===== src/rtl/bus_pkg.sv =====
// Shared bus encodings, ROM boundary default and DMA state encoding used by the
// DMA master, the memory/IO responder and Control.
package bus_pkg;

  localparam logic [1:0] ADDR_MODE_RD   = 2'b00;
  localparam logic [1:0] ADDR_MODE_PC   = 2'b01;
  localparam logic [1:0] ADDR_MODE_WRT  = 2'b10;
  localparam logic [1:0] ADDR_MODE_IDLE = 2'b11;

  localparam int unsigned ROM_TOP_DEFAULT = 8192;

  typedef enum logic [1:0] {
    DMA_IDLE = 2'd0,
    DMA_RD   = 2'd1,
    DMA_WR   = 2'd2,
    DMA_DONE = 2'd3
  } dma_state_t;

endpackage


===== src/rtl/dma_bus_master.sv =====
// Byte-at-a-time memory-to-memory copy engine: one RD cycle then one WR cycle per byte.
// Optional ROM write guard enabled by defining DMA_ROM_GUARD_EN.
module dma_bus_master
  import bus_pkg::*;
#(
  parameter int          ADDR_W  = 24,
  parameter int          LEN_W   = 16,
  parameter int unsigned ROM_TOP = ROM_TOP_DEFAULT
) (
  input  logic              clk,
  input  logic              rstIn,
  input  logic              start,
  input  logic [ADDR_W-1:0] srcAddr,
  input  logic [ADDR_W-1:0] dstAddr,
  input  logic [LEN_W-1:0]  length,
  output logic              busy,
  output logic              done,
  output logic              err,
  output logic [1:0]        memReadWrite,
  output logic [ADDR_W-1:0] addressLinesOut,
  output logic [7:0]        dataBusOut,
  input  logic [7:0]        dataIn,
  output logic [1:0]        o_dbg_state
);

`ifdef DMA_ROM_GUARD_EN
  localparam bit GUARD_EN = 1'b1;
`else
  localparam bit GUARD_EN = 1'b0;
`endif

  dma_state_t        r_state;
  dma_state_t        w_next_state;
  logic [ADDR_W-1:0] r_src;
  logic [ADDR_W-1:0] r_dst;
  logic [LEN_W-1:0]  r_count;
  logic [7:0]        r_buf;
  logic              r_err;

  logic [ADDR_W-1:0] w_src_inc;
  logic [ADDR_W-1:0] w_dst_inc;
  logic              w_last;
  logic              w_len_zero;
  logic              w_start_rom_hit;
  logic              w_next_rom_hit;

  // Increments wrap naturally at ADDR_W bits.
  assign w_src_inc       = r_src + 1'b1;
  assign w_dst_inc       = r_dst + 1'b1;
  assign w_last          = (r_count == LEN_W'(1));
  assign w_len_zero      = (length == '0);
  assign w_start_rom_hit = GUARD_EN && (dstAddr < ADDR_W'(ROM_TOP));
  assign w_next_rom_hit  = GUARD_EN && (w_dst_inc < ADDR_W'(ROM_TOP));

  // start is a single-cycle request with no ready: it is only looked at in
  // IDLE, and a pulse seen in RD/WR/DONE is dropped without side effects.
  always_ff @(posedge clk) begin
    if (!rstIn) r_state <= DMA_IDLE;
    else        r_state <= w_next_state;
  end

  always_comb begin
    w_next_state = r_state;
    case (r_state)
      DMA_IDLE: begin
        if (start) begin
          if (w_len_zero || w_start_rom_hit) w_next_state = DMA_DONE;
          else                               w_next_state = DMA_RD;
        end
      end
      DMA_RD:   w_next_state = DMA_WR;
      DMA_WR: begin
        if (w_last || w_next_rom_hit) w_next_state = DMA_DONE;
        else                          w_next_state = DMA_RD;
      end
      DMA_DONE: w_next_state = DMA_IDLE;
      default:  w_next_state = DMA_IDLE;
    endcase
  end

  always_comb begin
    memReadWrite    = ADDR_MODE_IDLE;
    addressLinesOut = '0;
    busy            = 1'b0;
    done            = 1'b0;
    case (r_state)
      DMA_RD: begin
        memReadWrite    = ADDR_MODE_RD;
        addressLinesOut = r_src;
        busy            = 1'b1;
      end
      DMA_WR: begin
        memReadWrite    = ADDR_MODE_WRT;
        addressLinesOut = r_dst;
        busy            = 1'b1;
      end
      DMA_DONE: done = 1'b1;
      default: ;
    endcase
  end

  always_ff @(posedge clk) begin
    if (!rstIn) begin
      r_src   <= '0;
      r_dst   <= '0;
      r_count <= '0;
      r_buf   <= '0;
      r_err   <= 1'b0;
    end else begin
      case (r_state)
        DMA_IDLE: begin
          if (start) begin
            r_src   <= srcAddr;
            r_dst   <= dstAddr;
            r_count <= length;
            r_err   <= w_start_rom_hit && !w_len_zero;
          end
        end
        DMA_RD: r_buf <= dataIn;
        DMA_WR: begin
          r_src   <= w_src_inc;
          r_dst   <= w_dst_inc;
          r_count <= r_count - 1'b1;
          if (!w_last && w_next_rom_hit) r_err <= 1'b1;
        end
        default: ;
      endcase
    end
  end

  // The buffer only changes at the end of RD, so the write bus holds between WRs.
  assign dataBusOut  = r_buf;
  assign err         = r_err;
  assign o_dbg_state = r_state;

endmodule

===== config.mk =====
export PLATFORM = sky130hd
export DESIGN_NAME = dma_bus_master
export DESIGN_NICKNAME = d
export VERILOG_FILES = /design/src/rtl/bus_pkg.sv /design/src/rtl/dma_bus_master.sv
export SDC_FILE = /design/constraint.sdc
export NUM_CORES = 1
export LEC_CHECK = 0
export CORE_UTILIZATION = 50
export CTS_CLUSTER_DIAMETER = 200
export DETAILED_ROUTE_END_ITERATION = 7
export GPL_TIMING_DRIVEN = 0
export PLACE_DENSITY = 0.8
export SLEW_MARGIN = 15
export SYNTH_ARGS = -nofsm -noshare
export SYNTH_HDL_FRONTEND = slang
export SYNTH_SLANG_ARGS = --single-unit

===== constraint.sdc =====
create_clock -name clk -period 2.7 [get_ports clk]
set_input_delay 0.81 -clock clk [delete_from_list [all_inputs] [get_ports clk]]
set_output_delay 0.81 -clock clk [all_outputs]
set_load 0.02 [all_outputs]

==> impl_metrics.env <==
export IMPL_via_per_inst=6.916
export IMPL_first_global_vias=5968
export IMPL_dp_cells=891
export IMPL_post_drt_wl_per_cell_um=23.11
export IMPL_p_int_uw=3444
export IMPL_cts_sinks=74
export IMPL_synth_edff_count=0
export IMPL_fmax_mhz=374.7
export IMPL_antenna_left=0
export IMPL_numCtsBuffers=9
export IMPL_syn_nets=734
export IMPL_dieArea_um2=9941
export IMPL_maxCapViolations=0
export IMPL_syn_inst=650
export IMPL_cts_path_max_buffers=2
export IMPL_power_switching_uw=3299
export IMPL_stdcell_count=908
export IMPL_worst_path_buf_inv=5
export IMPL_cts_tree="done"
export IMPL_finClkSkew_ps=9.199
export IMPL_final_area_um2=6570
export IMPL_netlist_area_um2=4773
export IMPL_antenna_cells=0
export IMPL_dieWidth_um=99.71
export IMPL_coreArea_um2=9240
export IMPL_critical_path_arrival_ps=1860
export IMPL_timing_final_max_slew_violations=0
export IMPL_tightest_slew_ps=842.6
export IMPL_yosysSeqAreaShare_pct=31.04
export IMPL_grt_util_all_layers_pct=41.94
export IMPL_crit_type="flop to output port"
export IMPL_hp_class="flop to flop"
export IMPL_crit_path_max_incr_delay_ps=360
export IMPL_crit_path_start_kind="flop"
export IMPL_ir_drop_mv=0.7702
export IMPL_crit_fanout=10
export IMPL_io_buffers=112
export IMPL_final_cell_mix="clkdlybuf4s50_1 (86), dfxtp_1 (72), a21oi_1 (67)"
export IMPL_grt_pass1_wl_um=31690
export IMPL_status="completed"
export IMPL_yosys_warnings=0
export IMPL_initial_utilization_pct=51.66
export IMPL_yosys_most_used_dff="dfxtp_1"
export IMPL_clk_insertion_delay_late_ps=370
export IMPL_max_slew_margin_pct=43.83
export IMPL_crit_top_cell="buf_12"
export IMPL_rsz0062_at_grt="true"
export IMPL_grt_max_degree=14
export IMPL_cp_cell_sequence="inv_2 -> ha_4 -> buf_12 -> clkbuf_16 -> buf_12 -> a22oi_1 -> nor2_2 -> buf_2"
export IMPL_clk_pin_slew_worst_paths_ps=90
export IMPL_wl_um=20980
export IMPL_dr_pass1_iters=5
export IMPL_boundaryPins=114
export IMPL_period_share_pct=98.83
export IMPL_seq_power_share_pct=28.7
export IMPL_synthToLayoutAreaGrowth_pct=37.64
export IMPL_ys_ff_latch=74
export IMPL_globalplace_congestion=0.9678
export IMPL_drive_gt1_share_pct=17.33
export IMPL_remaining_drc_errors=0
export IMPL_leakagePower_uw=0.002284
export IMPL_async_reset_ff_share_pct=0
export IMPL_hpwl_um=14280
export IMPL_rows=35
export IMPL_fill_cells=786
export IMPL_final_common_cell="clkdlybuf4s50_1"
export IMPL_final_seq_area_um2=1486
export IMPL_fin_util_pct=71.10
export IMPL_die_y_um=99.71
export IMPL_syn_area_per_cell_um2=7.344
export IMPL_hold_viol=0
export IMPL_nets=859
export IMPL_h_tree_depth=3
export IMPL_final_setup_viol_count=0
export IMPL_finalCriticalPeriod_ps=2668
export IMPL_grt_overflow=0
export IMPL_clkPwrFrac_pct=16.2
export IMPL_vias=6280
export IMPL_p_comb_share_pct=55.1
export IMPL_critPathTopFamily="buffers and inverters"
export IMPL_multi_input_area_um2=3171
export IMPL_root_buffer="clkbuf_8"
export IMPL_endpoint_kind="output port"
export IMPL_drt_iter0_markers=866
export IMPL_place_area_um2=6110
export IMPL_netSwitchingFraction_pct=48.93
export IMPL_critPathSlowestCell="dfxtp_4"
export IMPL_ys_types=56
export IMPL_antenna_found_initial=0
export IMPL_powerDensity_nw_per_um2=1026
export IMPL_cp_required_ps=1890
==> kinds of logic after synthesis <==
group	after synthesis	share of synthesized area, %
compound gates	221	29.62
fa+ha+maj	9	2.359
buf+inv	71	6.029
flops	74	31.04
mux	17	3.617
other cells	1	0.07856
simple gates	257	27.26
==> layer usage <==
| metal | up-vias | share of wire [%] | GRT usage [%] |
|---|---|---|---|
| li1 | 2684 | - | - |
| met1 | 2926 | 38 | 51.17 |
| met2 | 538 | 44 | 65.68 |
| met3 | 132 | 12 | 12.51 |
| met4 | 0 | 6.1 | 23.98 |
| met5 | - | 0 | 0 |
==> layout make-up <==
| type | instances | share of cell area [%] |
|---|---|---|
| multi-input combinational | 505 | 48.26 |
| sequential | 74 | 22.62 |
| timing repair buffer | 115 | 16.30 |
| buffer | 55 | 5.827 |
| tap | 129 | 2.457 |
| clock buffer | 9 | 1.885 |
| clock inverter | 6 | 1.752 |
| inverter | 15 | 0.8951 |
==> metrics by stage <==
stage          total power (uW)  hold slack (ps)  setup slack, ps  TNS (ps)
3_3_place_gp               5026            472.7            -1008    -34500
4_1_cts                    6432            490.5           -50.79    -143.3
5_1_grt                    6978            535.1           -5.761    -5.761
3_5_place_dp               5117            475.2            -1106    -37210
2_1_floorplan              3846            448.5           0.9015         0
6_report                   6743            499.1            31.51         0
==> registers in the layout, indices dropped and copies added, names as in the netlist <==
register,count
r_count,16
dataBusOut,8
r_src,24
r_dst,24
o_dbg_state,2
==> repair_timing <==
item                                    4_1_cts  5_1_grt
gates resized for setup                     153       33
endpoints found under the setup margin       44       45
gates cloned                                  0        0
pin swaps                                     0        1
setup buffers                                 2        1
hold buffers                                  0        0
endpoints found under the hold margin         0        0
==> final timing paths <==
path / startpoint / endpoint / slack (ps) / cells after the start
max reg2reg: o_dbg_state[1] / r_dst[11] / 190 / 9
min reg2reg: dataBusOut[1] / dataBusOut[1] / 500 / 2
min: dataBusOut[1] / dataBusOut[1] / 500 / 2
max: o_dbg_state[0] / addressLinesOut[14] / 30 / 8
==> power groups by stage <==
stage,combinational [uW],sequential (uW),clock (uW)
floorplan,2030,1810,0
global placement,3150,1870,0
detailed placement,3230,1890,0
CTS,3470,1880,1080
global route,3890,1970,1120
finish,3720,1930,1100
==> Yosys cell counts (2+ instances only) <==
cell type / n / area, um2
o211ai_1: 6 / 45.04
nor3b_1: 3 / 22.52
and3_1: 12 / 75.07
and3_2: 3 / 22.52
nand4_1: 16 / 100.1
nor4_1: 11 / 68.82
o31ai_1: 3 / 22.52
inv_1: 12 / 45.04
mux2_2: 2 / 22.52
nand2_1: 64 / 240.2
dfxtp_1: 74 / 1481
ha_1: 9 / 112.6
a31oi_1: 10 / 62.56
a32oi_1: 4 / 35.03
nand2b_1: 2 / 12.51
a41oi_1: 5 / 43.79
inv_2: 2 / 7.510
nor4_2: 3 / 37.54
or4_1: 5 / 37.54
nor4_4: 3 / 63.81
a211o_1: 2 / 17.52
o31a_1: 2 / 17.52
a2bb2oi_1: 2 / 17.52
o221ai_1: 4 / 35.03
nor2b_1: 7 / 43.79
a211oi_1: 5 / 37.54
o32ai_1: 4 / 35.03
buf_2: 14 / 70.07
a21oi_1: 67 / 335.3
nor3_1: 15 / 75.07
o221a_2: 2 / 22.52
a311oi_1: 8 / 70.07
clkbuf_1: 36 / 135.1
nor2_1: 73 / 274.0
buf_1: 5 / 18.77
a22oi_1: 29 / 217.7
or3_1: 5 / 31.28
o21ai_0: 43 / 215.2
o22ai_1: 14 / 87.58
o2bb2ai_1: 4 / 35.03
nand3_1: 29 / 145.1
a221oi_1: 3 / 26.28
mux2i_1: 15 / 150.1
==> worst register-to-register path: stages, from the launching register on <==
cell and delay (ps):
dfxtp_2 370, inv_2 120, ha_4 130, buf_2 170, mux2i_2 350, buf_2 320
buf_2 390, clkbuf_4 350, nand3_1 110, o211ai_1 120
Note: power is estimated with default switching activity, not from simulation.
